[config.mk]
export PLATFORM = sky130hd
export DESIGN_NAME = axi_read_arbiter_flat
export DESIGN_NICKNAME = d
export VERILOG_FILES = /design/src/rtl/axi_read_arbiter_if.sv /design/src/rtl/axi_read_arbiter.sv /design/src/flat_wrapper.sv
export SDC_FILE = /design/constraint.sdc
export NUM_CORES = 1
export LEC_CHECK = 0
export BUFFER_PORTS_ARGS = -buffer_cell sky130_fd_sc_hd__buf_2
export CORE_AREA = 3 3 173 175
export CTS_CLUSTER_SIZE = 28
export DETAILED_ROUTE_END_ITERATION = 16
export DIE_AREA = 0 0 176 178
export SYNTH_ARGS = -nofsm -noshare
export SYNTH_HDL_FRONTEND = slang
export SYNTH_SLANG_ARGS = --single-unit
[constraint.sdc]
create_clock -name clk -period 4.35 [get_ports clk]
set_clock_uncertainty 0.2 [all_clocks]
set_input_delay 0.435 -clock clk [delete_from_list [all_inputs] [get_ports clk]]
set_output_delay 0.435 -clock clk [all_outputs]
set_load 0.005 [all_outputs]
[src/rtl/axi_read_arbiter_if.sv]
// Signal bundle between the two cache read requesters, the arbiter and the shared AXI read port.
// The arbiter connects through the master modport; slave is the environment's view.
interface axi_read_arbiter_if #(
  parameter int unsigned ADDR_W = 64,
  parameter int unsigned DATA_W = 64
);
  logic              ic_arvalid, dc_arvalid;
  logic [ADDR_W-1:0] ic_araddr, dc_araddr;
  logic [7:0]        ic_arlen, dc_arlen;
  logic [2:0]        ic_arsize, dc_arsize;
  logic [1:0]        ic_arburst, dc_arburst;
  logic              ic_arready, dc_arready;
  logic              ic_rready, dc_rready;
  logic              ic_rvalid, dc_rvalid;
  logic              ic_rlast, dc_rlast;
  logic [DATA_W-1:0] ic_rdata, dc_rdata;

  logic              m_axi_arvalid;
  logic [ADDR_W-1:0] m_axi_araddr;
  logic [7:0]        m_axi_arlen;
  logic [2:0]        m_axi_arsize;
  logic [1:0]        m_axi_arburst;
  logic              m_axi_arready;
  logic              m_axi_rvalid, m_axi_rlast;
  logic [DATA_W-1:0] m_axi_rdata;
  logic              m_axi_rready;

  logic              instruction_cache_reading, data_cache_reading;
  logic              len_error;

  modport master (
    input  ic_arvalid, dc_arvalid, ic_araddr, dc_araddr, ic_arlen, dc_arlen,
    input  ic_arsize, dc_arsize, ic_arburst, dc_arburst, ic_rready, dc_rready,
    output ic_arready, dc_arready, ic_rvalid, dc_rvalid, ic_rlast, dc_rlast,
    output ic_rdata, dc_rdata,
    output m_axi_arvalid, m_axi_araddr, m_axi_arlen, m_axi_arsize, m_axi_arburst,
    input  m_axi_arready, m_axi_rvalid, m_axi_rlast, m_axi_rdata,
    output m_axi_rready,
    output instruction_cache_reading, data_cache_reading, len_error
  );

  modport slave (
    output ic_arvalid, dc_arvalid, ic_araddr, dc_araddr, ic_arlen, dc_arlen,
    output ic_arsize, dc_arsize, ic_arburst, dc_arburst, ic_rready, dc_rready,
    input  ic_arready, dc_arready, ic_rvalid, dc_rvalid, ic_rlast, dc_rlast,
    input  ic_rdata, dc_rdata,
    input  m_axi_arvalid, m_axi_araddr, m_axi_arlen, m_axi_arsize, m_axi_arburst,
    output m_axi_arready, m_axi_rvalid, m_axi_rlast, m_axi_rdata,
    input  m_axi_rready,
    input  instruction_cache_reading, data_cache_reading, len_error
  );
endinterface

[src/rtl/axi_read_arbiter.sv]
// Round-robin arbiter sharing one AXI read port between the instruction and data caches.
// One burst in flight at a time: IDLE grants, ADDR issues AR, DATA routes R beats to the owner.
module axi_read_arbiter #(
  parameter int unsigned ADDR_W = 64,
  parameter int unsigned DATA_W = 64
) (
  input  logic                clk,
  input  logic                reset,
  axi_read_arbiter_if.master  bus
);

  typedef enum logic [1:0] {StIdle, StAddr, StData} state_e;

  state_e            state_q, state_d;
  logic              owner_dc_q, owner_dc_d;
  logic              last_dc_q, last_dc_d;
  logic [7:0]        cnt_q, cnt_d;
  logic [ADDR_W-1:0] addr_q, addr_d;
  logic [7:0]        len_q, len_d;
  logic [2:0]        size_q, size_d;
  logic [1:0]        burst_q, burst_d;

  logic              grant_ic, grant_dc;
  logic              rready_sel, beat, len_err;
  logic              in_data;
  logic [DATA_W-1:0] rdata_route;

  always_ff @(posedge clk or negedge reset) begin
    if (!reset) begin
      state_q    <= StIdle;
      owner_dc_q <= 1'b0;
      last_dc_q  <= 1'b1;  // I wins the first tie
      cnt_q      <= '0;
      addr_q     <= '0;
      len_q      <= '0;
      size_q     <= '0;
      burst_q    <= '0;
    end else begin
      state_q    <= state_d;
      owner_dc_q <= owner_dc_d;
      last_dc_q  <= last_dc_d;
      cnt_q      <= cnt_d;
      addr_q     <= addr_d;
      len_q      <= len_d;
      size_q     <= size_d;
      burst_q    <= burst_d;
    end
  end

  always_comb begin
    state_d    = state_q;
    owner_dc_d = owner_dc_q;
    last_dc_d  = last_dc_q;
    cnt_d      = cnt_q;
    addr_d     = addr_q;
    len_d      = len_q;
    size_d     = size_q;
    burst_d    = burst_q;
    grant_ic   = 1'b0;
    grant_dc   = 1'b0;
    rready_sel = 1'b0;
    beat       = 1'b0;
    len_err    = 1'b0;
    unique case (state_q)
      StIdle: begin
        grant_ic = bus.ic_arvalid & (~bus.dc_arvalid | last_dc_q);
        grant_dc = bus.dc_arvalid & ~grant_ic;
        if (grant_ic) begin
          addr_d     = bus.ic_araddr;
          len_d      = bus.ic_arlen;
          size_d     = bus.ic_arsize;
          burst_d    = bus.ic_arburst;
          owner_dc_d = 1'b0;
          last_dc_d  = 1'b0;
          state_d    = StAddr;
        end else if (grant_dc) begin
          addr_d     = bus.dc_araddr;
          len_d      = bus.dc_arlen;
          size_d     = bus.dc_arsize;
          burst_d    = bus.dc_arburst;
          owner_dc_d = 1'b1;
          last_dc_d  = 1'b1;
          state_d    = StAddr;
        end
      end
      StAddr: begin
        if (bus.m_axi_arready) begin
          cnt_d   = '0;
          state_d = StData;
        end
      end
      StData: begin
        rready_sel = owner_dc_q ? bus.dc_rready : bus.ic_rready;
        beat       = bus.m_axi_rvalid & rready_sel;
        if (beat) begin
          cnt_d   = cnt_q + 8'd1;
          // Early rlast, or the expected final beat arriving without rlast
          len_err = bus.m_axi_rlast ? (cnt_q != len_q) : (cnt_q == len_q);
          if (bus.m_axi_rlast) state_d = StIdle;
        end
      end
      default: state_d = StIdle;
    endcase
  end

  assign in_data     = (state_q == StData);
  assign rdata_route = in_data ? bus.m_axi_rdata : '0;

  // arready is the only output combinational from inputs in IDLE, so gate it with reset
  assign bus.ic_arready = grant_ic & reset;
  assign bus.dc_arready = grant_dc & reset;

  assign bus.m_axi_arvalid = (state_q == StAddr);
  assign bus.m_axi_araddr  = addr_q;
  assign bus.m_axi_arlen   = len_q;
  assign bus.m_axi_arsize  = size_q;
  assign bus.m_axi_arburst = burst_q;
  assign bus.m_axi_rready  = rready_sel;

  assign bus.ic_rvalid = in_data & ~owner_dc_q & bus.m_axi_rvalid;
  assign bus.dc_rvalid = in_data & owner_dc_q & bus.m_axi_rvalid;
  assign bus.ic_rlast  = in_data & ~owner_dc_q & bus.m_axi_rlast;
  assign bus.dc_rlast  = in_data & owner_dc_q & bus.m_axi_rlast;
  assign bus.ic_rdata  = rdata_route;
  assign bus.dc_rdata  = rdata_route;

  assign bus.instruction_cache_reading = (state_q != StIdle) & ~owner_dc_q;
  assign bus.data_cache_reading        = (state_q != StIdle) & owner_dc_q;
  assign bus.len_error                 = len_err;

endmodule

[src/flat_wrapper.sv]
// flat-port wrapper written by rule: the top's interface ports become plain ports
module axi_read_arbiter_flat 
#(
  parameter int unsigned ADDR_W = 64,
  parameter int unsigned DATA_W = 64
)
  (clk, reset, bus_ic_arvalid, bus_dc_arvalid, bus_ic_araddr, bus_dc_araddr, bus_ic_arlen, bus_dc_arlen, bus_ic_arsize, bus_dc_arsize, bus_ic_arburst, bus_dc_arburst, bus_ic_rready, bus_dc_rready, bus_ic_arready, bus_dc_arready, bus_ic_rvalid, bus_dc_rvalid, bus_ic_rlast, bus_dc_rlast, bus_ic_rdata, bus_dc_rdata, bus_m_axi_arvalid, bus_m_axi_araddr, bus_m_axi_arlen, bus_m_axi_arsize, bus_m_axi_arburst, bus_m_axi_arready, bus_m_axi_rvalid, bus_m_axi_rlast, bus_m_axi_rdata, bus_m_axi_rready, bus_instruction_cache_reading, bus_data_cache_reading, bus_len_error);
  axi_read_arbiter_if #(.ADDR_W(ADDR_W), .DATA_W(DATA_W)) bus_i ();
  input  logic clk;
  input  logic reset;
  input wire logic [$bits(bus_i.ic_arvalid)-1:0] bus_ic_arvalid;
  input wire logic [$bits(bus_i.dc_arvalid)-1:0] bus_dc_arvalid;
  input wire logic [$bits(bus_i.ic_araddr)-1:0] bus_ic_araddr;
  input wire logic [$bits(bus_i.dc_araddr)-1:0] bus_dc_araddr;
  input wire logic [$bits(bus_i.ic_arlen)-1:0] bus_ic_arlen;
  input wire logic [$bits(bus_i.dc_arlen)-1:0] bus_dc_arlen;
  input wire logic [$bits(bus_i.ic_arsize)-1:0] bus_ic_arsize;
  input wire logic [$bits(bus_i.dc_arsize)-1:0] bus_dc_arsize;
  input wire logic [$bits(bus_i.ic_arburst)-1:0] bus_ic_arburst;
  input wire logic [$bits(bus_i.dc_arburst)-1:0] bus_dc_arburst;
  input wire logic [$bits(bus_i.ic_rready)-1:0] bus_ic_rready;
  input wire logic [$bits(bus_i.dc_rready)-1:0] bus_dc_rready;
  output wire logic [$bits(bus_i.ic_arready)-1:0] bus_ic_arready;
  output wire logic [$bits(bus_i.dc_arready)-1:0] bus_dc_arready;
  output wire logic [$bits(bus_i.ic_rvalid)-1:0] bus_ic_rvalid;
  output wire logic [$bits(bus_i.dc_rvalid)-1:0] bus_dc_rvalid;
  output wire logic [$bits(bus_i.ic_rlast)-1:0] bus_ic_rlast;
  output wire logic [$bits(bus_i.dc_rlast)-1:0] bus_dc_rlast;
  output wire logic [$bits(bus_i.ic_rdata)-1:0] bus_ic_rdata;
  output wire logic [$bits(bus_i.dc_rdata)-1:0] bus_dc_rdata;
  output wire logic [$bits(bus_i.m_axi_arvalid)-1:0] bus_m_axi_arvalid;
  output wire logic [$bits(bus_i.m_axi_araddr)-1:0] bus_m_axi_araddr;
  output wire logic [$bits(bus_i.m_axi_arlen)-1:0] bus_m_axi_arlen;
  output wire logic [$bits(bus_i.m_axi_arsize)-1:0] bus_m_axi_arsize;
  output wire logic [$bits(bus_i.m_axi_arburst)-1:0] bus_m_axi_arburst;
  input wire logic [$bits(bus_i.m_axi_arready)-1:0] bus_m_axi_arready;
  input wire logic [$bits(bus_i.m_axi_rvalid)-1:0] bus_m_axi_rvalid;
  input wire logic [$bits(bus_i.m_axi_rlast)-1:0] bus_m_axi_rlast;
  input wire logic [$bits(bus_i.m_axi_rdata)-1:0] bus_m_axi_rdata;
  output wire logic [$bits(bus_i.m_axi_rready)-1:0] bus_m_axi_rready;
  output wire logic [$bits(bus_i.instruction_cache_reading)-1:0] bus_instruction_cache_reading;
  output wire logic [$bits(bus_i.data_cache_reading)-1:0] bus_data_cache_reading;
  output wire logic [$bits(bus_i.len_error)-1:0] bus_len_error;
  assign bus_i.ic_arvalid = bus_ic_arvalid;
  assign bus_i.dc_arvalid = bus_dc_arvalid;
  assign bus_i.ic_araddr = bus_ic_araddr;
  assign bus_i.dc_araddr = bus_dc_araddr;
  assign bus_i.ic_arlen = bus_ic_arlen;
  assign bus_i.dc_arlen = bus_dc_arlen;
  assign bus_i.ic_arsize = bus_ic_arsize;
  assign bus_i.dc_arsize = bus_dc_arsize;
  assign bus_i.ic_arburst = bus_ic_arburst;
  assign bus_i.dc_arburst = bus_dc_arburst;
  assign bus_i.ic_rready = bus_ic_rready;
  assign bus_i.dc_rready = bus_dc_rready;
  assign bus_ic_arready = bus_i.ic_arready;
  assign bus_dc_arready = bus_i.dc_arready;
  assign bus_ic_rvalid = bus_i.ic_rvalid;
  assign bus_dc_rvalid = bus_i.dc_rvalid;
  assign bus_ic_rlast = bus_i.ic_rlast;
  assign bus_dc_rlast = bus_i.dc_rlast;
  assign bus_ic_rdata = bus_i.ic_rdata;
  assign bus_dc_rdata = bus_i.dc_rdata;
  assign bus_m_axi_arvalid = bus_i.m_axi_arvalid;
  assign bus_m_axi_araddr = bus_i.m_axi_araddr;
  assign bus_m_axi_arlen = bus_i.m_axi_arlen;
  assign bus_m_axi_arsize = bus_i.m_axi_arsize;
  assign bus_m_axi_arburst = bus_i.m_axi_arburst;
  assign bus_i.m_axi_arready = bus_m_axi_arready;
  assign bus_i.m_axi_rvalid = bus_m_axi_rvalid;
  assign bus_i.m_axi_rlast = bus_m_axi_rlast;
  assign bus_i.m_axi_rdata = bus_m_axi_rdata;
  assign bus_m_axi_rready = bus_i.m_axi_rready;
  assign bus_instruction_cache_reading = bus_i.instruction_cache_reading;
  assign bus_data_cache_reading = bus_i.data_cache_reading;
  assign bus_len_error = bus_i.len_error;
  axi_read_arbiter #(.ADDR_W(ADDR_W), .DATA_W(DATA_W)) u_core (.clk(clk), .reset(reset), .bus(bus_i));
endmodule
==> impl_metrics.yaml, run 1 <==
synth:
  synth_nets: 786
  synth-seq-area-share_pct: 42.89
  synth_ff_type: "dfrtp_1"
  ys_types: 32
  synth_top_area_share_pct: 42.39
  yosysTopAreaCell: "dfrtp_1"
  syn_avg_cell_area_sq_um: 9.310
  synth_edf_count: 0
  async_flop_share_pct: 100.0
  synth_cells: 558
  ys_ff_latch: 89
  yosys-top-cells-area: "dfrtp_1, mux2i_1, buf_4, a21oi_1, and2_1"
  yosysWarnings: 0
  netlist_area_sq_um: 5195
layout:
  fin_cells: 1306
  synthToLayoutAreaGrowth_pct: 47.62
  fin_util_pct: 26.79
  final_nets: 1145
  multi_input_area_sq_um: 2312
  drive_gt1_share_pct: 50.49
  seqCellArea_sq_um: 2228
  final.fill_count: 3118
critical_path:
  crit_arrival_ns: 2.06
  critPathSlowestCell: "and2b_2"
  worstSetupStartpointType: "register"
  crit_required_ns: 3.71
  worstSetupPathType: "reg2out"
  path_cells: "and2b_2 > and2_1 > buf_2"
  startpoint: "u_core.state_q[0]"
  crit_family: "simple AND/OR/NAND/NOR gates"
  critical_path.max_fanout: 69
  critical_path_buf_inv_count: 1
  reg2reg_from: "u_core.state_q[1]"
  crit_path_max_incr_delay_ns: 0.83
  setup.worst_path.end_class: "primary output"
route:
  vias_per_cell: 3.988
  ant_nets: 0
  dr.pass1.iters: 6
  routed_wirelength_um: 20480
  route.detailed.drc: 0
  via_count: 5208
  routedWlPerCell_um: 15.68
  drt_iter0_markers: 191
floorplan:
  dieArea_sq_um: 31330
  die_w_um: 176
  dieHeight_um: 178
  initial_core_util_pct: 18.15
  coreArea_sq_um: 28630
  ios: 443
  rows: 62
timing:
  fmax_ghz: 0.3704
  slew-limit-headroom_pct: 39.12
  period_minus_slack_ns: 2.700
  maxSlewViolCount: 0
  fin_tns_setup_ns: 0
  setup_viol: 0
  worst_pin_slew_ns: 0.9131
  hold_violations: 0
  hold_ws_ns: 0.1290
  timing.final.ws_setup_ns: 1.650
  finalCritPeriodShare_pct: 62.07
  grt_setup_unrepaired: "false"
global_route:
  grt_pass1_wl_um: 29160
  grtUsageMet1_pct: 12.95
  grt_max_degree: 83
  grt_overflow: 0
  gr-usage-met2_pct: 23.91
  use_met3_pct: 2.852
  grt_use_total_pct: 12.16
  grt.busiest_layer: "met2"
  grt_antenna_before_repair: 2
  grt_pass1_vias: 5090
clock_tree:
  clk_pin_slew_ns: 0.06
  cts.sinks: 89
  htreeDepth: 3
  clk-insertion-delay-late_ns: 0.33
  cts_root_buf: "clkbuf_16"
  cts_made_buffers: 9
  cts_tree: "done"
  post_cts_buffers: 0
  clockBufferDepth: 2
flow_run:
  drv_cap: 0
outcome:
  status: "finished clean"
place:
  port_buffers: 442
  dp_hpwl_um: 16830
  dp.cells: 1289
  post-place-ws_ns: 1.822
  place.gp.congestion: 0.7874
power_and_ir_drop:
  irDropWorstVdd_v: 0.0002128
  power.density_nw_per_um2: 571.5
  p_leak_nw: 4.258
hold_path:
  hp-start: "bus_ic_arvalid"
  hp-class: "in2reg"
final timing paths:
kind / endpoint / slack (ns) / cells after the start
max in group asynchronous: u_core.cnt_q[4] / 2.41 / 3
worst min register to register: u_core.cnt_q[7] / 0.30 / 1
worst min-delay path: u_core.last_dc_q / 0.13 / 2
worst max-delay path: bus_ic_rdata[38] / 1.65 / 3
min in group asynchronous: u_core.bus.m_axi_araddr[34] / 0.43 / 2
worst max register to register: u_core.bus.m_axi_arlen[5] / 2.01 / 5
cells in the mapped netlist (2+ instances only):
| cell type | count |
|---|---|
| mux2i_1 | 82 |
| buf_2 | 20 |
| nor3_1 | 3 |
| inv_1 | 2 |
| and2_1 | 64 |
| nor2b_1 | 3 |
| nand3_1 | 7 |
| buf_4 | 72 |
| clkbuf_1 | 7 |
| nand4_1 | 2 |
| a22o_1 | 2 |
| and3_1 | 3 |
| nand2_1 | 11 |
| xnor2_1 | 8 |
| a21oi_1 | 80 |
| nor2_1 | 85 |
| dfrtp_1 | 88 |
| o21ai_0 | 4 |
| a21o_1 | 2 |
timing repair:
action | 4_1_cts | 5_1_grt
hold endpoints to repair | 35 | 0
resized for setup | 0 | 0
hold buffers | 1 | 0
per-stage QoR:
step	cell area [sq um]	power [W]
2_1_floorplan	5195	0.002654
6_report	7669	0.004383
3_5_place_dp	7298	0.003489
3_3_place_gp	7298	0.003458
5_1_grt	7666	0.004762
4_1_cts	7666	0.004479
routing by layer:
metal | vias up | share of wire [%]
met4 | 2 | 1.6
met5 | - | 0.063
met1 | 2427 | 36
met2 | 245 | 55
met3 | 17 | 7.1
li1 | 2517 | -
state kept, by name, summed over array words and instances, names as in the netlist:
| signal | cells |
|---|---|
| u_core.bus.m_axi_araddr | 64 |
| u_core.bus.m_axi_arlen | 8 |
| u_core.cnt_q | 8 |
| u_core.bus.m_axi_arsize | 3 |
| u_core.bus.m_axi_arburst | 2 |
| u_core.state_q | 2 |
| u_core.last_dc_q | 1 |
| u_core.owner_dc_q | 1 |
area by class of cell:
type | instances | area share (%)
Timing Repair Buffer | 447 | 29.73
Clock buffer | 10 | 2.986
Antenna cell | 1 | 0.03263
Inverter | 2 | 0.09790
Clock inverter | 5 | 1.681
Tap cell | 384 | 6.265
Sequential cell | 89 | 29.06
Multi-Input combinational cell | 368 | 30.15
power by group:
group          switching [W]  total [W]  internal [W]
Clock               0.000339   0.000957      0.000619
Sequential          0.000247    0.00146       0.00121
Combinational        0.00106    0.00197      0.000906
Total                0.00165    0.00438       0.00274
worst reg2reg max path: cells and delay by family (launching register included):
kind / cells / cell delay [ns]
compound gates: 2 / 0.81
buf+inv: 1 / 0.43
flops: 1 / 0.43
simple gates: 2 / 0.39
cells in the final DEF, fill, tap and decap left out, drive strengths merged, types with 4 or more instances in the layout:
cell    instances
mux2i          82
and2           64
clkbuf         10
nand3           7
a21oi          80
o21ai           5
bufinv          4
buf           446
nand2          11
dfrtp          88
xnor2           8
nor2           86
cells by family after synthesis:
group                      share of synthesized area [%]
buffers and inverters                              12.98
AOI/OAI and AO/OA                                  9.249
DFF                                                42.90
xor gates and xnor gates                           1.349
adders and majority gates                         0.2408
and+or+nand+nor                                    17.49
muxes                                              15.80
(Power assumes the default switching activity.)
==> run 2: changes to the inputs <==
==> constraint.sdc (replaced) <==
create_clock -name clk -period 2.45 [get_ports clk]
set_clock_uncertainty 0.2 [all_clocks]
set_input_delay 0.245 -clock clk [delete_from_list [all_inputs] [get_ports clk]]
set_output_delay 0.245 -clock clk [all_outputs]
set_load 0.005 [all_outputs]
==> run 2 against run 1 <==
Against the previous run:
- setup slack got worse by 1.5 ns
- cell count up 7.4%
- sequential cell count unchanged
- cell area up 12%
- hold slack worse by 0.12 ns
- routed wire length is 6.2% higher
- register-to-register slack worse by 1.7 ns
- clock power up 39%
- first-iteration DRC count fell by 22%
- via count is 7.1% higher
- non-clock buffer count up 95
- global-route usage up 0.92 points
- critical path type is now in2reg
- largest cell class is now buffers
- largest power group unchanged
==> impl_metrics.yaml, run 2 (synthesis gave the netlist of run 1 again) <==
outcome:
  status: "finished clean"
clock_tree:
  cts_tree: "done"
  post_cts_buffers: 0
  cts_resized: 0
  clk-insertion-delay-late_ns: 0.34
  cts_root_buf: "clkbuf_16"
  htreeDepth: 3
  clockBufferDepth: 2
  cts.sinks: 89
  clk_pin_slew_ns: 0.07
  cts_made_buffers: 9
  ctsHoldBuffers: 90
power_and_ir_drop:
  p_leak_nw: 4.627
  p_sw_w: 0.003057
  pwr-share-comb_pct: 49.6
  power.density_nw_per_um2: 906.6
  switching_share_pct: 39.35
  clkPwrFrac_pct: 17.1
  irDropWorstVdd_v: 0.0003725
  p_int_w: 0.004712
  pwr-share-seq_pct: 33.3
place:
  port_buffers: 442
  place.gp.congestion: 0.8337
  place_area_sq_um: 7381
  dp_hpwl_um: 17200
  post-place-ws_ns: 0.5175
timing:
  slew-limit-headroom_pct: 58.13
  maxSlewViolCount: 0
  grt_setup_unrepaired: "false"
  fmax_ghz: 0.4381
  hold_violations: 0
  worst_pin_slew_ns: 0.6281
  setup_viol: 0
  finalCritPeriodShare_pct: 93.17
  period_minus_slack_ns: 2.283
  timing.final.ws_setup_ns: 0.1673
  fin_tns_setup_ns: 0
global_route:
  grt_max_degree: 95
  grt_pass1_wl_um: 31380
  grt_antenna_before_repair: 3
  grt_use_total_pct: 13.07
  grt_overflow: 0
  grt_pass1_vias: 5718
floorplan:
  ios: 443
  coreArea_sq_um: 28630
  dieArea_sq_um: 31330
  dieHeight_um: 178
  initial_core_util_pct: 18.15
  rows: 62
  die_w_um: 176
critical_path:
  worst_path_most_repeated_cell: "dlygate4sd3_1"
  setup.worst_path.end_class: "register"
  critical_path.max_fanout: 49
  worstSetupStartpointType: "input pin"
  crit_path_max_incr_delay_ns: 0.57
  crit_arrival_ns: 2.30
  worstSetupPathType: "in2reg"
  crit_required_ns: 2.46
  critPathSlowestCell: "dlygate4sd3_1"
  path_cells: "dlygate4sd3_1 > buf_2 > o21ai_4 > buf_12 > mux2i_1 > dlygate4sd3_1 > a21oi_1"
layout:
  final_nets: 1240
  mostFrequentLayoutCells: "buf_2, dlygate4sd3_1, dfrtp_1, nor2_1, mux2i_1"
  design_area_sq_um: 8569
  synthToLayoutAreaGrowth_pct: 64.96
  final.fill_count: 3035
  final_common_cell: "buf_2"
  drive_gt1_share_pct: 46.41
  largest_register_ffs: 64
route:
  vias_per_cell: 3.979
  ant_nets: 0
  dr.pass1.iters: 4
  route.detailed.drc: 0
  routed_wirelength_um: 21750
  routedWlPerCell_um: 15.51
  drt_iter0_markers: 149
  via_count: 5579
flow_run:
  drv_cap: 0
hold_path:
  hp-class: "in2reg"
-- run 2: cell count changes in the layout (fill, tap and decap cells not counted) --
cell	before	now
bufinv_16	4	0
clkinv_4	1	2
buf_4	3	6
dlygate4sd3_1	1	90
clkinvlp_4	0	3
clkinv_8	0	1
buf_12	2	5
-- run 2: cell type report --
type | instances | area, sq um | area share, %
Clock inverter | 6 | 56.30 | 0.6570
Timing Repair Buffer | 542 | 3253 | 37.96
Sequential cell | 89 | 2228 | 26.00
Clock buffer | 10 | 229.0 | 2.672
Tap cell | 384 | 480.5 | 5.607
Antenna cell | 1 | 2.502 | 0.02920
Multi-Input combinational cell | 368 | 2312 | 26.98
Inverter | 2 | 7.507 | 0.08760
-- run 2: stage by stage --
| stage | utilization [%] | instances | hold slack (ns) | total power, W |
|---|---|---|---|---|
| finish | 29.94 | 1402 | 0.01400 | 0.007769 |
| global route | 29.94 | 1402 | 0.01147 | 0.008457 |
| CTS | 29.93 | 1401 | 0.0002736 | 0.007917 |
| detailed placement | 25.78 | 1295 | 0.2603 | 0.006329 |
| global placement | 25.78 | 1295 | 0.2501 | 0.006245 |
| floorplan | - | 558 | -0.2506 | 0.004712 |
-- run 2: path summary, 6_finish.rpt --
path                                   from                          end  slack [ns]  cells after the start
setup / recovery             bus_ic_arvalid   u_core.bus.m_axi_arsize[2]        0.17                      7
hold / removal              bus_dc_arlen[0]    u_core.bus.m_axi_arlen[0]        0.01                      3
setup reg to reg           u_core.last_dc_q   u_core.bus.m_axi_arsize[2]        0.29                      5
hold reg to reg             u_core.cnt_q[7]              u_core.cnt_q[7]        0.29                      1
max in group asynchronous             reset  u_core.bus.m_axi_araddr[43]        1.21                      3
min in group asynchronous             reset  u_core.bus.m_axi_araddr[45]        0.38                      3
-- run 2: routing by layer --
| metal | share of wire (%) | vias to the layer above | global-route usage (%) |
|---|---|---|---|
| met1 | 35 | 2556 | 13.01 |
| met2 | 56 | 273 | 26.25 |
| met3 | 6.6 | 35 | 2.618 |
| met4 | 2.9 | 0 | 5.213 |
| li1 | - | 2715 | - |
| met5 | 0 | - | 0 |
-- run 2: power by group through the flow --
stage / sequential, W / combinational (W) / clock [W]
6_report: 0.00259 / 0.00385 / 0.00133
5_1_grt: 0.00268 / 0.00432 / 0.00146
4_1_cts: 0.00259 / 0.00392 / 0.00141
3_5_place_dp: 0.00260 / 0.00373 / 0
3_3_place_gp: 0.00259 / 0.00365 / 0
2_1_floorplan: 0.00261 / 0.00211 / 0
-- run 2: worst max-delay path, delay by kind of cell --
kind	cells	cell delay, ns
buffers and inverters	4	1.58
multiplexers	1	0.23
AO/OA/AOI/OAI	2	0.15
